File: config.mk
export PLATFORM = sky130hd
export DESIGN_NAME = avalon_bus_arbiter
export DESIGN_NICKNAME = d
export VERILOG_FILES = /design/src/rtl/avalon_bus_arbiter_pkg.sv /design/src/rtl/arb_tag_fifo.sv /design/src/rtl/avalon_bus_arbiter.sv
export SDC_FILE = /design/constraint.sdc
export NUM_CORES = 1
export LEC_CHECK = 0
export BUFFER_PORTS_ARGS = -buffer_cell sky130_fd_sc_hd__buf_2
export CAP_MARGIN = 20
export CORE_AREA = 2 2 121 123
export DETAILED_ROUTE_END_ITERATION = 12
export DIE_AREA = 0 0 123 125
export PLACE_DENSITY_LB_ADDON = 0.25
export SLEW_MARGIN = 25
export SYNTH_ARGS = -nofsm -noshare
export SYNTH_HDL_FRONTEND = slang
export SYNTH_SLANG_ARGS = --single-unit
File: constraint.sdc
create_clock -name clk -period 2 [get_ports clk]
set_clock_uncertainty 0.05 [all_clocks]
set_input_delay 0.3 -clock clk [delete_from_list [all_inputs] [get_ports clk]]
set_output_delay 0.3 -clock clk [all_outputs]
set_load 0.05 [all_outputs]
File: src/rtl/avalon_bus_arbiter_pkg.sv
// Shared Avalon-MM request/response types and arbiter master ids.
// Types for the veriRISCV core buses plus the helpers used by the bus arbiter.
package avalon_bus_arbiter_pkg;

   typedef struct packed {
      logic        read;
      logic        write;
      logic [31:0] address;
      logic [31:0] writedata;
      logic [3:0]  byte_enable;
   } avalon_req_t;

   typedef struct packed {
      logic [31:0] readdata;
      logic        waitrequest;
      logic        readdatavalid;
   } avalon_resp_t;

   localparam logic ARB_IBUS = 1'b0;
   localparam logic ARB_DBUS = 1'b1;

   function automatic logic avalon_is_req(input avalon_req_t r);
      return r.read | r.write;
   endfunction

endpackage

File: src/rtl/arb_tag_fifo.sv
// In-order tag FIFO; records which master issued each outstanding read.
// Extra pointer MSB distinguishes full from empty when the index bits match.
module arb_tag_fifo #(
   parameter int WIDTH = 1,
   parameter int DEPTH = 4
) (
   input  logic             clk_i,
   input  logic             rst_i,
   input  logic             push_i,
   input  logic [WIDTH-1:0] data_i,
   input  logic             pop_i,
   output logic             full_o,
   output logic             empty_o,
   output logic [WIDTH-1:0] head_o
);

   localparam int AW = $clog2(DEPTH);

   logic [WIDTH-1:0] mem_q [DEPTH];
   logic [AW:0]      wr_ptr_q, wr_ptr_d;
   logic [AW:0]      rd_ptr_q, rd_ptr_d;
   logic             push_ok;
   logic             pop_ok;

   always_comb begin
      empty_o  = (wr_ptr_q == rd_ptr_q);
      full_o   = (wr_ptr_q[AW] != rd_ptr_q[AW]) &&
                 (wr_ptr_q[AW-1:0] == rd_ptr_q[AW-1:0]);
      head_o   = mem_q[rd_ptr_q[AW-1:0]];
      pop_ok   = pop_i & ~empty_o;
      // A push into a full FIFO is legal only when the same cycle frees a slot.
      push_ok  = push_i & (~full_o | pop_ok);
      wr_ptr_d = wr_ptr_q;
      rd_ptr_d = rd_ptr_q;
      if (push_ok) begin
         wr_ptr_d = wr_ptr_q + {{AW{1'b0}}, 1'b1};
      end else begin
         wr_ptr_d = wr_ptr_q;
      end
      if (pop_ok) begin
         rd_ptr_d = rd_ptr_q + {{AW{1'b0}}, 1'b1};
      end else begin
         rd_ptr_d = rd_ptr_q;
      end
   end

   always_ff @(posedge clk_i or posedge rst_i) begin
      if (rst_i) begin
         wr_ptr_q <= '0;
         rd_ptr_q <= '0;
      end else begin
         wr_ptr_q <= wr_ptr_d;
         rd_ptr_q <= rd_ptr_d;
      end
   end

   always_ff @(posedge clk_i) begin
      if (push_ok) begin
         mem_q[wr_ptr_q[AW-1:0]] <= data_i;
      end
   end

endmodule

File: src/rtl/avalon_bus_arbiter.sv
// Two-master (ibus/dbus) to one-slave Avalon-MM arbiter with round-robin grant,
// stall lock and in-order read-response routing.
module avalon_bus_arbiter
   import avalon_bus_arbiter_pkg::*;
#(
   parameter int MAX_OUTSTANDING = 4
) (
   input  logic         clk,
   input  logic         rst,
   input  avalon_req_t  ibus_avalon_req,
   output avalon_resp_t ibus_avalon_resp,
   input  avalon_req_t  dbus_avalon_req,
   output avalon_resp_t dbus_avalon_resp,
   output avalon_req_t  mem_avalon_req,
   input  avalon_resp_t mem_avalon_resp
);

   logic        last_grant_q, last_grant_d;
   logic        lock_q, lock_d;
   logic        lock_id_q, lock_id_d;
   logic        err_underflow_q, err_underflow_d;
   logic        err_underflow;

   logic        ireq, dreq;
   logic        grant;
   avalon_req_t sel_req;
   logic        sel_valid;
   logic        blocked;
   logic        eff_wait;
   logic        accept;
   logic        presented;
   logic        push;
   logic        pop;
   logic        fifo_full, fifo_empty;
   logic        fifo_head;

   // Grant selection: a held lock wins, otherwise round-robin on a tie.
   always_comb begin
      ireq = avalon_is_req(ibus_avalon_req);
      dreq = avalon_is_req(dbus_avalon_req);
      if (lock_q) begin
         grant = lock_id_q;
      end else if (ireq && dreq) begin
         grant = ~last_grant_q;
      end else if (dreq) begin
         grant = ARB_DBUS;
      end else begin
         grant = ARB_IBUS;
      end
      if (grant == ARB_DBUS) begin
         sel_req   = dbus_avalon_req;
         sel_valid = dreq;
      end else begin
         sel_req   = ibus_avalon_req;
         sel_valid = ireq;
      end
   end

   // A read may still go out on a full FIFO when a response frees a slot now.
   always_comb begin
      pop      = mem_avalon_resp.readdatavalid & ~fifo_empty & ~rst;
      blocked  = sel_valid & sel_req.read & fifo_full & ~pop;
      eff_wait = mem_avalon_resp.waitrequest | blocked;
      accept   = sel_valid & ~eff_wait & ~rst;
      push     = accept & sel_req.read;
   end

   always_comb begin
      mem_avalon_req = '0;
      if (!rst && sel_valid) begin
         mem_avalon_req = sel_req;
         if (blocked) begin
            mem_avalon_req.read = 1'b0;
         end else begin
            mem_avalon_req.read = sel_req.read;
         end
      end else begin
         mem_avalon_req = '0;
      end
      presented = mem_avalon_req.read | mem_avalon_req.write;
   end

   always_comb begin
      ibus_avalon_resp.readdata      = mem_avalon_resp.readdata;
      dbus_avalon_resp.readdata      = mem_avalon_resp.readdata;
      ibus_avalon_resp.waitrequest   = rst | (grant != ARB_IBUS) | eff_wait;
      dbus_avalon_resp.waitrequest   = rst | (grant != ARB_DBUS) | eff_wait;
      ibus_avalon_resp.readdatavalid = pop & (fifo_head == ARB_IBUS);
      dbus_avalon_resp.readdatavalid = pop & (fifo_head == ARB_DBUS);
   end

   // Next state for grant history, stall lock and the underflow flag.
   always_comb begin
      last_grant_d    = last_grant_q;
      lock_d          = lock_q;
      lock_id_d       = lock_id_q;
      err_underflow_d = err_underflow_q;
      if (accept) begin
         last_grant_d = grant;
         lock_d       = 1'b0;
      end else if (presented && mem_avalon_resp.waitrequest) begin
         lock_d    = 1'b1;
         lock_id_d = grant;
      end else begin
         lock_d = lock_q;
      end
      if (mem_avalon_resp.readdatavalid && fifo_empty) begin
         err_underflow_d = 1'b1;
      end else begin
         err_underflow_d = err_underflow_q;
      end
   end

   always_ff @(posedge clk or posedge rst) begin
      if (rst) begin
         last_grant_q    <= ARB_DBUS;
         lock_q          <= 1'b0;
         lock_id_q       <= ARB_IBUS;
         err_underflow_q <= 1'b0;
      end else begin
         last_grant_q    <= last_grant_d;
         lock_q          <= lock_d;
         lock_id_q       <= lock_id_d;
         err_underflow_q <= err_underflow_d;
      end
   end

   assign err_underflow = err_underflow_q;

   arb_tag_fifo #(
      .WIDTH (1),
      .DEPTH (MAX_OUTSTANDING)
   ) u_tag_fifo (
      .clk_i   (clk),
      .rst_i   (rst),
      .push_i  (push),
      .data_i  (grant),
      .pop_i   (pop),
      .full_o  (fifo_full),
      .empty_o (fifo_empty),
      .head_o  (fifo_head)
   );

endmodule

# --- Word level (Yosys, flattened, before mapping) ---
# Memories as Yosys holds them, arrays and structs flattened.
# Index checks and enable logic that the tools add are counted.
totals:
  mem_bits_rw: 4
  ff_bits: 9
  n_memories: 1
  elab_cells: 59
  input_bits: 176
  output_inout_bits: 138
op_classes:
  n_addsub: 2
  n_eq_ne: 3
  mux: 11
  n_bitwise: 30
  reduce_logical: 7
memory_table:
  columns: ["name", "depth", "word_bits", "rd", "rd_ports_with_merged_regs", "write_ports", "line_no", "rtl"]
  rows:
  - ["u_tag_fifo.mem_q", 4, 1, 1, 0, 1, "arb_tag_fifo.sv:19", "logic [WIDTH-1:0] mem_q [DEPTH];"]
op_table:
  columns: ["op", "n"]
  rows:
  - ["$mux 70", 2]
  - ["$and 1x1->1", 12]
  - ["$mux 1", 9]
  - ["$not 1->1", 9]
  - ["$or 1x1->1", 9]
  - ["$add 3x1->3 const B", 2]
  - ["$logic_and 1x1->1", 4]
  - ["$eq 3x3->1", 1]
  - ["$eq 2x2->1", 1]
  - ["$reduce_and 2->1", 1]
  - ["$reduce_bool 2->1", 1]
  - ["$logic_not 1->1", 1]
  - ["$ne 1x1->1", 1]

# --- Longest topological paths before layout ---
logic_depth:
  depth_word: 16
  depth_mapped: 7
  ltp_nobuf: 6

# --- By module ---
# A second synthesis with hierarchy kept.
hier_totals:
  cells_unflattened: 389
  hier_area_um2: 2446.1
by_module_without_submodules:
  columns: ["mod", "cells_per_inst", "seq_area_each_um2", "area_each_um2", "instances"]
  rows:
  - ["avalon_bus_arbiter", 327, 76.3, 1766.7, 1]
  - ["arb_tag_fifo", 62, 270.3, 679.4, 1]

# --- Worst setup path after synthesis ---
# No wires, ideal clock.
synth_path:
  path_kind: "reg2out"
  from: "register last_grant_q"
  to: "output mem_avalon_req[59] in the netlist's numbering"
  arrival_time_ps: 2230
  required_ps: 1650
  n_path_buf: 2
  stages_incl_launch_ff: 7
  slack_ps: -580
  path_cell_list: "dfstp_2 > o21ai_1 > a21boi_1 > buf_2 > buf_2 > nand2_1 > a21oi_1"
synth_rtl:
  columns: ["element", "line_no", "rtl"]
  rows:
  - ["start, declared", "avalon_bus_arbiter.sv:18", "logic last_grant_q, last_grant_d;"]
  - ["start signal, assigned", "avalon_bus_arbiter.sv:121", "last_grant_q <= last_grant_d;"]
  - ["end, declared", "avalon_bus_arbiter.sv:14", "output avalon_req_t mem_avalon_req,"]

==> results.ini <==
[synth]
synth_area_per_cell_um2=6.32
syn_nets=547
async_flop_share=0.692
synthTopCellsByArea=nand2_1, buf_4, a21oi_1, dfrtp_1, edfxtp_1
synthTopCellsByCount=nand2_1, a21oi_1, buf_4
synth_warnings=0
yosysTopAreaCellShare=0.229
netlist_instances=366
synth_edf_count=4
syn_area_um2=2310
yosys.cell_count.top_type=nand2_1
ys_ff_latch=13
seq_area_frac_synth=0.150
synth_largest_area_cell=nand2_1
ys_types=40
synthFlopType=dfrtp_1

[sta]
finalCriticalPeriod_ns=2.26
worst_pin_slew_ns=0.404
finalCritPeriodShare=1.13
slew_headroom=0.729
final.setup.worst_slack_ns=-0.258
slew_viol_final=0
max_freq_mhz=443
rsz0062_at_grt=yes
finalHoldViolCount=0
setup_viol=79
finalSetupTns_ns=-14.52

[critical_path]
crit-reg2reg-capture=u_tag_fifo.mem_q[3]$_DFFE_PP_
setup.worst_path.end_class=output port
cp_slowest_cell=or4b_4
worst-path-buf-inv=4
max_stage_delay_ns=0.51
path_cells=or4b_4, nand4_4, buf_12, buf_12, buf_16, a21oi_4, buf_6
rrSetupSlack_ns=-0.16
timing.critical_path.mode_cell=buf_12
path_max_fanout=6
required_ns=1.65
ff2ff_path_depth=8
cp.arrival_ns=1.91
startpoint_type=flop
timing.rr.start=lock_id_q$_DFFE_PP0P_
setup.worst_path.class=flop to output port
crit_family=simple AND/OR/NAND/NOR gates

[cts]
clk_latency_ns=0.25
clockRootBuffer=clkbuf_16
cts_tree=yes
cts.sinks=13
holdBufCountCts=0
htreeDepth=1
numCtsBuffers=3
cts_buffer_depth=2
cts.clk_slew.worst_paths_ns=0.05

[detailed_routing]
vias=3300
drt_wl_total_um=11800
first_pass_iters=4
ant_nets=0
drc=0
via_per_inst=4.34
drt-initial-drc-count=69
wl_per_cell_um=15.5

[die]
pin_count=314
coreArea_um2=14200
std_cell_rows=44
start_util=0.163
dieArea_um2=15400
die_h_um=125
die_w_um=123

[worst_hold_path]
worstHoldPathType=input port to asynchronous set/reset pin

[outcome]
status=finished with violations
violations=negative setup slack

[flow_run]
max_cap_viol_count=0

[placed_design]
place_area_um2=4160
gp_congestion=0.785
hpwl_um=7170
portBuffers=217

[global_routing]
grtUsageTotal=0.139
grt_pass1_vias=3360
grt_max_degree=26
grt_overflow=0
antenna_found_initial=0
grt_pass1_wl_um=16700

[finish]
n_antenna_cell=0
drive_gt1_frac=0.818
nets=759
nFillCells=1350
multiInputGateArea_um2=2400
final_area_um2=5820
seq_area_um2=348
syn2layout_area_growth_pct=151

[power]
ir_drop_v=0.000771
cellPowerDensity_nw_per_um2=1680
leakagePower_nw=2.59

==> layout make-up <==
type,instances,share of cell area
sequential,13,0.0598
clock buffer,3,0.0129
timing repair inverter,1,0.00194
multi-input combinational,261,0.413
timing repair buffer,292,0.463
tap,184,0.0396
inverter,6,0.00839
clock inverter,1,0.000860
==> worst reg2reg max path: stages (launching register included) <==
cell and delay, ns:
dfrtp_1 0.39, buf_6 0.14, buf_12 0.12, nand4bb_4 0.09, nand4_4 0.15, buf_12 0.20, buf_4 0.14, a2111oi_4 0.38
and2_4 0.24
==> cell families after synthesis <==
| group | count (synthesis) | share of synthesized area |
|---|---|---|
| compound gates | 81 | 0.197 |
| xor+xnor | 7 | 0.0330 |
| fa+ha+maj | 5 | 0.0270 |
| buf+inv | 92 | 0.260 |
| flops | 13 | 0.150 |
| mux | 5 | 0.0286 |
| simple gates | 163 | 0.305 |
==> power breakdown <==
part,internal [mW],switching [mW],leakage [nW]
clock network,0.267,0.121,0.0409
logic,3.94,4.92,2.41
registers,0.403,0.0942,0.141
total,4.61,5.14,2.59
==> cells in the final DEF, fill, tap and decap left out, types with 2 or more instances in the layout <==
cell / count
buf_2: 143
buf_6: 78
nand2_2: 64
nand2_1: 63
a21oi_4: 56
buf_4: 33
buf_12: 18
nand2_4: 14
a21oi_2: 13
buf_16: 13
dfrtp_1: 7
clkbuf_16: 6
ha_1: 5
inv_1: 4
and2_4: 4
buf_8: 4
edfxtp_1: 4
nor2_1: 3
xor2_2: 3
and2_1: 3
nand2b_1: 2
o211ai_1: 2
xnor2_1: 2
nor4_4: 2
a21oi_1: 2
==> metal layers <==
metal  GRT usage  share of wire
met1       0.145           0.35
met2       0.283           0.57
met3      0.0246          0.076
met4      0.0247         0.0093
met5           0              0
==> registers in the layout, indices dropped and copies added (netlist names) <==
register and flops:
lock_id_q 1, last_grant_q 1, lock_q 1, u_tag_fifo.mem_q 4, u_tag_fifo.rd_ptr_q 3, u_tag_fifo.wr_ptr_q 3
==> worst max path at each step <==
stage | endpoint | start | slack (ns) | depth (start not counted)
final | mem_avalon_req[43] | lock_id_q$_DFFE_PP0P_ | -0.26 | 7
after global routing | dbus_avalon_resp[1] | lock_id_q$_DFFE_PP0P_ | -0.32 | 9
after CTS | mem_avalon_req[43] | lock_q$_DFFE_PP0P_ | -0.26 | 7
after detailed placement | mem_avalon_req[28] | ibus_avalon_req[68] | -0.19 | 8
after global placement | mem_avalon_req[9] | ibus_avalon_req[68] | -0.15 | 8
after floorplan | mem_avalon_req[24] | lock_id_q$_DFFE_PP0P_ | -0.07 | 4
==> through the flow <==
step / power (mW) / setup WS, ns / instances / hold WS (ns) / util
after floorplan: 5.06 / -0.0717 / 366 / 0.106 / -
after global placement: 6.09 / -0.149 / 719 / 0.374 / 0.293
after detailed placement: 6.15 / -0.191 / 719 / 0.373 / 0.293
after CTS: 9.18 / -0.260 / 754 / 0.123 / 0.388
after global routing: 10.3 / -0.317 / 761 / 0.145 / 0.410
final: 9.75 / -0.258 / 761 / 0.115 / 0.410
==> what timing repair did <==
item / CTS / global route
gates resized for setup: 224 / 75
gates cloned: 13 / 4
pin swaps: 9 / 11
buffers inserted: 18 / 6
setup endpoints to repair: 80 / 84
Power figures use the tool's default switching activity.
